**src/rtl/player_ctrl_pkg.sv**
```systemverilog
// Shared types and constants for the player movement scheduler:
// FSM state encoding, arbitration grant encoding and the default tick divider.
package player_ctrl_pkg;

    // 60 Hz movement tick from a 50 MHz clock.
    localparam int TICK_DIV_DEFAULT = 833_333;

    typedef enum logic [2:0] {
        IDLE,
        ARB,
        STEP,
        WAIT,
        CHECK,
        COMMIT
    } state_t;

    typedef enum logic {
        GRANT_ROT,
        GRANT_TRANS
    } grant_t;

endpackage

```
**src/rtl/player_tick_gen.sv**
```systemverilog
// Movement tick divider. Raises tick_pending on each counter wrap and holds it
// until the scheduler consumes it; wraps arriving while it is set are dropped.
module player_tick_gen
    import player_ctrl_pkg::*;
#(
    parameter int TICK_DIV = TICK_DIV_DEFAULT
) (
    input  logic clock,
    input  logic resetn,
    input  logic clear,
    output logic tick_pending
);

    localparam int CW = $clog2(TICK_DIV);

    logic [CW-1:0] count_q;
    logic          wrap;

    assign wrap = (count_q == CW'(TICK_DIV - 1));

    // NOTE: sequential state uses non-blocking assignments so every register samples pre-edge values.
    always_ff @(posedge clock or negedge resetn) begin
        if (!resetn) begin
            count_q      <= '0;
            tick_pending <= 1'b0;
        end else begin
            count_q <= wrap ? '0 : count_q + CW'(1);
            // Clear wins: it only happens while a tick is already pending, so a coincident wrap is dropped.
            if (clear) begin
                tick_pending <= 1'b0;
            end else if (wrap) begin
                tick_pending <= 1'b1;
            end
        end
    end

endmodule

```
**src/rtl/player_move_scheduler.sv**
```systemverilog
// Turns held-key levels into rate-limited, one-at-a-time step strobes, gates
// translations through a wall check and commits only inside vertical blanking.
module player_move_scheduler
    import player_ctrl_pkg::*;
#(
    parameter int TICK_DIV      = TICK_DIV_DEFAULT,
    parameter int UPDATE_LAT    = 1,
    parameter int CHECK_TIMEOUT = 15
) (
    input  logic clock,
    input  logic resetn,
    input  logic forward,
    input  logic backward,
    input  logic rotate,
    input  logic vblank,
    output logic step_fwd,
    output logic step_back,
    output logic step_rot,
    output logic chk_req,
    input  logic chk_ack,
    input  logic chk_blocked,
    output logic commit,
    output logic blocked,
    output logic busy
);

    localparam int              TW           = $clog2(CHECK_TIMEOUT + 1);
    localparam logic [TW-1:0]   TIMEOUT_LAST = TW'(CHECK_TIMEOUT - 1);
    localparam logic [3:0]      WAIT_LOAD    = 4'(UPDATE_LAT);

    state_t        state_q, state_d;
    grant_t        last_grant_q, grant_d;
    logic          dir_fwd_q;
    logic [3:0]    wait_cnt_q;
    logic [TW-1:0] timeout_q;
    logic          blocked_q, blocked_d;
    logic          tick_pending;
    logic          tick_clear;
    logic          trans_req;

    player_tick_gen #(
        .TICK_DIV (TICK_DIV)
    ) u_tick_gen (
        .clock        (clock),
        .resetn       (resetn),
        .clear        (tick_clear),
        .tick_pending (tick_pending)
    );

    // Both translation keys held cancel each other out.
    assign trans_req = forward ^ backward;

    // NOTE: every signal driven here gets a default first, so no path can infer a latch.
    always_comb begin
        state_d    = state_q;
        grant_d    = last_grant_q;
        tick_clear = 1'b0;
        blocked_d  = 1'b0;

        case (state_q)
            IDLE: begin
                if (tick_pending && vblank) begin
                    state_d    = ARB;
                    tick_clear = 1'b1;
                end
            end
            ARB: begin
                if (rotate && trans_req) begin
                    grant_d = (last_grant_q == GRANT_TRANS) ? GRANT_ROT : GRANT_TRANS;
                    state_d = STEP;
                end else if (rotate) begin
                    grant_d = GRANT_ROT;
                    state_d = STEP;
                end else if (trans_req) begin
                    grant_d = GRANT_TRANS;
                    state_d = STEP;
                end else begin
                    state_d = IDLE;
                end
            end
            STEP: state_d = WAIT;
            WAIT: begin
                // A load of 0 or 1 both leave after a single WAIT cycle.
                if (wait_cnt_q <= 4'd1) begin
                    state_d = (last_grant_q == GRANT_ROT) ? COMMIT : CHECK;
                end
            end
            CHECK: begin
                if (chk_ack) begin
                    if (chk_blocked) begin
                        blocked_d = 1'b1;
                        state_d   = IDLE;
                    end else begin
                        state_d = COMMIT;
                    end
                end else if (timeout_q == TIMEOUT_LAST) begin
                    blocked_d = 1'b1;
                    state_d   = IDLE;
                end
            end
            COMMIT:  state_d = IDLE;
            default: state_d = IDLE;
        endcase
    end

    always_ff @(posedge clock or negedge resetn) begin
        if (!resetn) begin
            state_q      <= IDLE;
            last_grant_q <= GRANT_TRANS;
            dir_fwd_q    <= 1'b0;
            wait_cnt_q   <= '0;
            timeout_q    <= '0;
            blocked_q    <= 1'b0;
        end else begin
            state_q      <= state_d;
            last_grant_q <= grant_d;
            blocked_q    <= blocked_d;
            if (state_q == ARB) begin
                dir_fwd_q <= forward;
            end
            if (state_q == STEP) begin
                wait_cnt_q <= WAIT_LOAD;
            end else if (state_q == WAIT && wait_cnt_q != 4'd0) begin
                wait_cnt_q <= wait_cnt_q - 4'd1;
            end
            timeout_q <= (state_q == CHECK) ? timeout_q + TW'(1) : '0;
        end
    end

    // Outputs decode registered state only, so reset silences them immediately.
    assign step_rot  = (state_q == STEP) && (last_grant_q == GRANT_ROT);
    assign step_fwd  = (state_q == STEP) && (last_grant_q == GRANT_TRANS) && dir_fwd_q;
    assign step_back = (state_q == STEP) && (last_grant_q == GRANT_TRANS) && !dir_fwd_q;
    assign chk_req   = (state_q == CHECK);
    assign commit    = (state_q == COMMIT);
    assign blocked   = blocked_q;
    assign busy      = (state_q != IDLE);

endmodule

```
**config.mk**
```make
export PLATFORM = sky130hd
export DESIGN_NAME = player_move_scheduler
export DESIGN_NICKNAME = d
export VERILOG_FILES = /design/src/rtl/player_ctrl_pkg.sv /design/src/rtl/player_tick_gen.sv /design/src/rtl/player_move_scheduler.sv
export SDC_FILE = /design/constraint.sdc
export NUM_CORES = 1
export LEC_CHECK = 0
export ABC_AREA = 1
export BUFFER_PORTS_ARGS = -buffer_cell sky130_fd_sc_hd__buf_4
export CAP_MARGIN = 5
export CORE_AREA = 2 2 79 81
export DETAILED_ROUTE_END_ITERATION = 10
export DIE_AREA = 0 0 81 83
export PLACE_DENSITY_LB_ADDON = 0.2
export SETUP_SLACK_MARGIN = 0.2
export SYNTH_ARGS = -nofsm -noshare
export SYNTH_HDL_FRONTEND = slang
export SYNTH_SLANG_ARGS = --single-unit
export TNS_END_PERCENT = 10
```
**constraint.sdc**
```tcl
create_clock -name clock -period 1.5 [get_ports clock]
set_input_delay 0.3 -clock clock [delete_from_list [all_inputs] [get_ports clock]]
set_output_delay 0.3 -clock clock [all_outputs]
set_load 0.05 [all_outputs]
```
; ---- Word-level counts from Yosys, hierarchy flattened
; Cells that the tools add are included.
[word_totals]
regBits = 35
out_inout_bits = 7
[classes]
n_addsub = 3
magnitude_cmp = 1
eq_ne = 10
n_mux = 26
bitwise = 2
reduce_logical = 16
[op_table]
columns = cell, count
row1 = "adder 20 x 1 -> 20 bit, second input constant", 1
row2 = "== test 20 bit, second input constant", 1
row3 = 2-to-1 mux 20 bit, 1
row4 = 2-to-1 mux 3 bit, 5
row5 = case mux 3 bit (5 select lines), 1
row6 = 2-to-1 mux 1 bit, 13
row7 = 2-to-1 mux 4 bit, 3
row8 = logical AND 1 bit, 7
row9 = "== test 3 x 2 -> 1 bit, second input constant", 2
row10 = "== test 3 bit, second input constant", 2
row11 = 2-to-1 mux 2 bit, 3
row12 = nonzero test 3 bit, 2
row13 = "adder 4 x 1 -> 4 bit, second input constant", 1
row14 = "== test 4 bit, second input constant", 1
row15 = "<= comparator 4 x 1 -> 1 bit, second input constant", 1
row16 = "inequality test 2 bit, second input constant", 2
row17 = nonzero test 2 bit, 2
row18 = nonzero test 4 bit, 1
row19 = "subtractor 4 x 1 -> 4 bit, second input constant", 1
row20 = "== test 3 x 1 -> 1 bit, second input constant", 1
row21 = zero test 3 bit, 1
row22 = "inequality test 3 x 1 -> 1 bit, second input constant", 1
row23 = AND reduction 3 bit, 1
row24 = AND reduction 2 bit, 1
row25 = 3 further kinds, 3

; ---- Logic depth before layout (Yosys ltp)
[depth]
word_depth = 5
mapped_depth = 8

; ---- By module
; A second synthesis with hierarchy kept.
[unflattened]
cells_unflattened = 269
hier_area_um2 = 2035.7
[modules_own_cells]
columns = mod, n_inst, cells_each, area_each_um2
row1 = player_tick_gen, 1, 168, 1252.5
row2 = player_move_scheduler, 1, 101, 783.3

; ---- Least setup slack after synthesis
; Ideal clock, no wire load.
[synth_path]
path_type = reg-to-output
from = register state_q[2]
to = output step_back
arrival_time_ns = 1.726
required_ns = 1.200
setup_slack_ns = -0.526
stages_incl_launch_ff = 4
n_path_buf = 0
cell_sequence = dfrtp_1 > inv_1 > nand3_2 > nor3_1
[synth_via]
elab_chain_cells = 3
[synth_lines]
columns = element, line_no
row1 = "start, declared", player_move_scheduler.sv:31  ; state_t state_q, state_d;
row2 = "start signal, assigned", player_move_scheduler.sv:115  ; state_q <= state_d;
row3 = == test 3 x 2 -> 1 bit, player_move_scheduler.sv:133  ; assign step_back = (state_q == STEP) && (last_grant_q == GRANT_TRANS) && !dir_fwd_q;
row4 = logical AND 1 bit (2 in a row), player_move_scheduler.sv:133
row5 = "end, declared", player_move_scheduler.sv:17  ; output logic step_back,
; No other way between the ends.

; ---- Final worst setup path
[layout_path]
from = register last_grant_q
to = output step_fwd
[layout_via]
elab_chain_cells = 2
[layout_lines]
columns = element, line_no
row1 = "start, declared", player_move_scheduler.sv:32  ; grant_t last_grant_q, grant_d;
row2 = "start signal, assigned", player_move_scheduler.sv:116  ; last_grant_q <= grant_d;
row3 = logical AND 1 bit (2 in a row), player_move_scheduler.sv:132  ; assign step_fwd = (state_q == STEP) && (last_grant_q == GRANT_TRANS) && dir_fwd_q;
row4 = "end, declared", player_move_scheduler.sv:16  ; output logic step_fwd,
; No other way between the ends.

==> parameters.txt <==
Parameter                              Value

Outcome
  Status    finished with violations
  Failing checks    setup timing

Critical path
  Cells traversed along the worst timing path    inv_4 > nor3_4 > buf_6
  Max FO, Critical Path    2
  Cell with the biggest individual delay on the critical path    sky130_fd_sc_hd__dfstp_2
  Max stage delay on crit path    roughly 0.56 ns
  Worst path top cell family by delay    flip-flops
  Required arrival time at the worst endpoint    1.20 ns
  Buf/Inv on CP    2
  Startpoint-to-endpoint class of the critical path    reg -> out
  Worst setup SP type    register
  R2R Setup Slk    ~0.07 ns
  Crit path arrival time    1.24 ns
  CP Capture Type    primary output

Clock network
  Cell chosen for the clock root    sky130_fd_sc_hd__clkbuf_8
  Clock tree from TritonCTS    yes
  Latest clock arrival within the worst-skew pair    0.29 ns
  H-tree levels    2
  Clock slew seen by the registers of the worst setup and hold paths    0.07 ns
  Maximum buffer depth of the clock tree    2
  CTS Sinks    35
  Clock buffers created by TritonCTS    5

Placed design
  Place WS    0.03006 ns
  Half-perimeter wire length after detailed placement    2934 um
  Port Buffers    14
  RD Place Congestion    0.8049

Floorplan
  Core area    between 0.005 and 0.006 mm2
  Starting Density    between 30% and 40%
  I/O pins    15
  Chip Width    81 um
  Die height    83 um
  Site Rows    28
  Total Die Area    0.006723 mm2

Power and ir drop
  Pwr Total    about 3300 uW
  VDD IR-drop max    between 0.001 and 0.0015 V
  Power density relative to cell area    ~1200 mW/mm2
  Leakage power    0.001195 uW

Synth
  Number of distinct standard cells referenced by the synthesized netlist    26
  Synthesized instance count    249
  Largest area contributor in the synthesized netlist    sky130_fd_sc_hd__dfrtp_1
  Avg Inst Size Synth    8.060 um2
  Synthesized netlist net count    264
  Top cells by area, synth    sky130_fd_sc_hd__dfrtp_1, sky130_fd_sc_hd__nand2_1, sky130_fd_sc_hd__nor2_1
  Count of yosys warnings during synthesis    0
  Share of synthesized flip-flops with an asynchronous set or reset    100.0%
  Main synth FF type    sky130_fd_sc_hd__dfrtp_1
  Number of enable flip-flop cells after synthesis    0
  Flip-flop and latch count after synthesis    35
  Synthesized cell area    ~0.002 mm2
  Sequential cell area fraction in the yosys report    43.70%
  Top cells by count, synth    sky130_fd_sc_hd__nand2_1, sky130_fd_sc_hd__nor2_1, sky130_fd_sc_hd__dfrtp_1, sky130_fd_sc_hd__inv_1, sky130_fd_sc_hd__nand3_1
  Portion of synthesized cell area occupied by the leading cell type    42.39%
  Dominant cell by count in the synthesized netlist    sky130_fd_sc_hd__nand2_1

STA
  Worst slew margin relative to its limit    around 70%
  Setup clock skew after layout    0.006472 ns
  Final hold violation count    0
  Shortest clock period the worst path allows after layout    around 1.5 ns
  Slew of the pin with the lowest slew margin    between 0.4 and 0.5 ns
  Unrepaired setup endpoints after global routing    yes
  Final setup violation count    4
  Pins Over Slew Limit    0
  Crit path setup slack, layout    -0.03977 ns
  Worst hold slack    0.1620 ns
  Max Clock Freq    0.6494 GHz
  Share of the clock period used by the worst path    102.7%

Detailed routing
  Vias post-DR    1651
  Final routed DRC violation total    0
  Average wire length per cell after detail routing    12.17 um
  Number of routed nets with antenna violations    0
  Post-Route WL    around 4300 um
  Via-per-instance ratio    4.625
  TritonRoute pass-1 iters    4
  Detailed Route Iter0 Violations    62

Global routing
  GR Overflow Total    0
  Largest net degree at the start of global routing    36
  Via count of the first global-routing pass    1689
  First-pass GRT wire length    7617 um
  GRT Util Overall    14.16%
  Antenna violations before repair    0

Layout
  Final net count    roughly 300
  Number of inserted diodes    0
  Proportion of layout cells with a drive suffix above 1    36.17%
  Area growth, synth to finish    31.42%

Worst hold path
  Tightest Hold Check Type    in -> reg

Flow run
  Number of violations of the max-capacitance limit    0
## layout make-up
class,instances,area (um2)
clock buffers,6,82.58
flip-flops and latches,35,885.9
clock inverters,1,5.005
multi-input cells,177,1199
well taps,75,93.84
inverters,37,143.9
repair buffers,26,227.7
fillers,580,3178
## routing by layer
layer	vias to the layer above	global-route usage [%]	share of wire (%)
met3	4	3.370	3.2
li1	856	-	-
met4	0	4.160	0.71
met5	-	0	0
met2	19	22.76	49
met1	772	18.72	47
## registers in the layout, summed over array words and instances (netlist names)
signal and cells:
u_tick_gen.count_q 20, timeout_q 4, wait_cnt_q 4, state_q 3, blocked 1, dir_fwd_q 1, last_grant_q 1, u_tick_gen.tick_pending 1
## through the flow
step / cell area (um2) / std cells / utilization (%) / setup TNS (ns)
floorplan: 2049 / 249 / - / 0
global placement: 2263 / 340 / 38.92 / 0
detailed placement: 2263 / 340 / 38.92 / 0
CTS: 2515 / 356 / 43.24 / -0.1490
global route: 2638 / 357 / 45.35 / -0.4494
finish: 2638 / 357 / 45.35 / -0.1240
## layout by cell type, fill, tap and decap left out, types with 5 or more instances in the layout
cell                       count
sky130_fd_sc_hd__o21ai_1       5
sky130_fd_sc_hd__a21oi_1       7
sky130_fd_sc_hd__xor2_1       12
sky130_fd_sc_hd__inv_1        24
sky130_fd_sc_hd__dfrtp_2       7
sky130_fd_sc_hd__nor2_4       11
sky130_fd_sc_hd__nand2_1      38
sky130_fd_sc_hd__buf_6         6
sky130_fd_sc_hd__nand3_2       8
sky130_fd_sc_hd__nand2_2       6
sky130_fd_sc_hd__inv_2        11
sky130_fd_sc_hd__clkbuf_8      6
sky130_fd_sc_hd__nor2_1       34
sky130_fd_sc_hd__buf_4        18
sky130_fd_sc_hd__nand3_1      10
sky130_fd_sc_hd__dfrtp_1      27
## worst paths after layout
path / start / to / cells after the start
hold / removal: rotate / last_grant_q / 2
min in group asynchronous: resetn / u_tick_gen.count_q[5] / 2
setup reg to reg: u_tick_gen.count_q[0] / u_tick_gen.count_q[14] / 7
max in group asynchronous: resetn / last_grant_q / 2
hold reg to reg: timeout_q[0] / timeout_q[0] / 1
setup / recovery: last_grant_q / step_fwd / 3
## what timing repair did
item,4_1_cts,5_1_grt
pin swaps,37,22
hold buffers,1,0
gates resized for setup,30,34
setup buffers,8,1
hold endpoints to repair,34,0
setup endpoints to repair,30,33
## kinds of logic (layout without fill, tap and decap cells)
group / count (synthesis) / after routing / synth area share [%]
buffers and inverters: 37 / 70 / 6.920
XOR/XNOR: 14 / 14 / 6.110
AO/OA/AOI/OAI: 21 / 21 / 5.549
AND/OR/NAND/NOR: 135 / 135 / 33.35
adder cells (fa/ha/maj): 7 / 7 / 4.364
flip-flops: 35 / 35 / 43.70
## report_power, final
| part | switching, uW | internal, uW | leakage (uW) |
|---|---|---|---|
| combinational | 797 | 557 | 0.000698 |
| sequential | 134 | 1080 | 0.000451 |
| clock | 342 | 360 | 0.0000470 |
(Power assumes the default switching activity.)
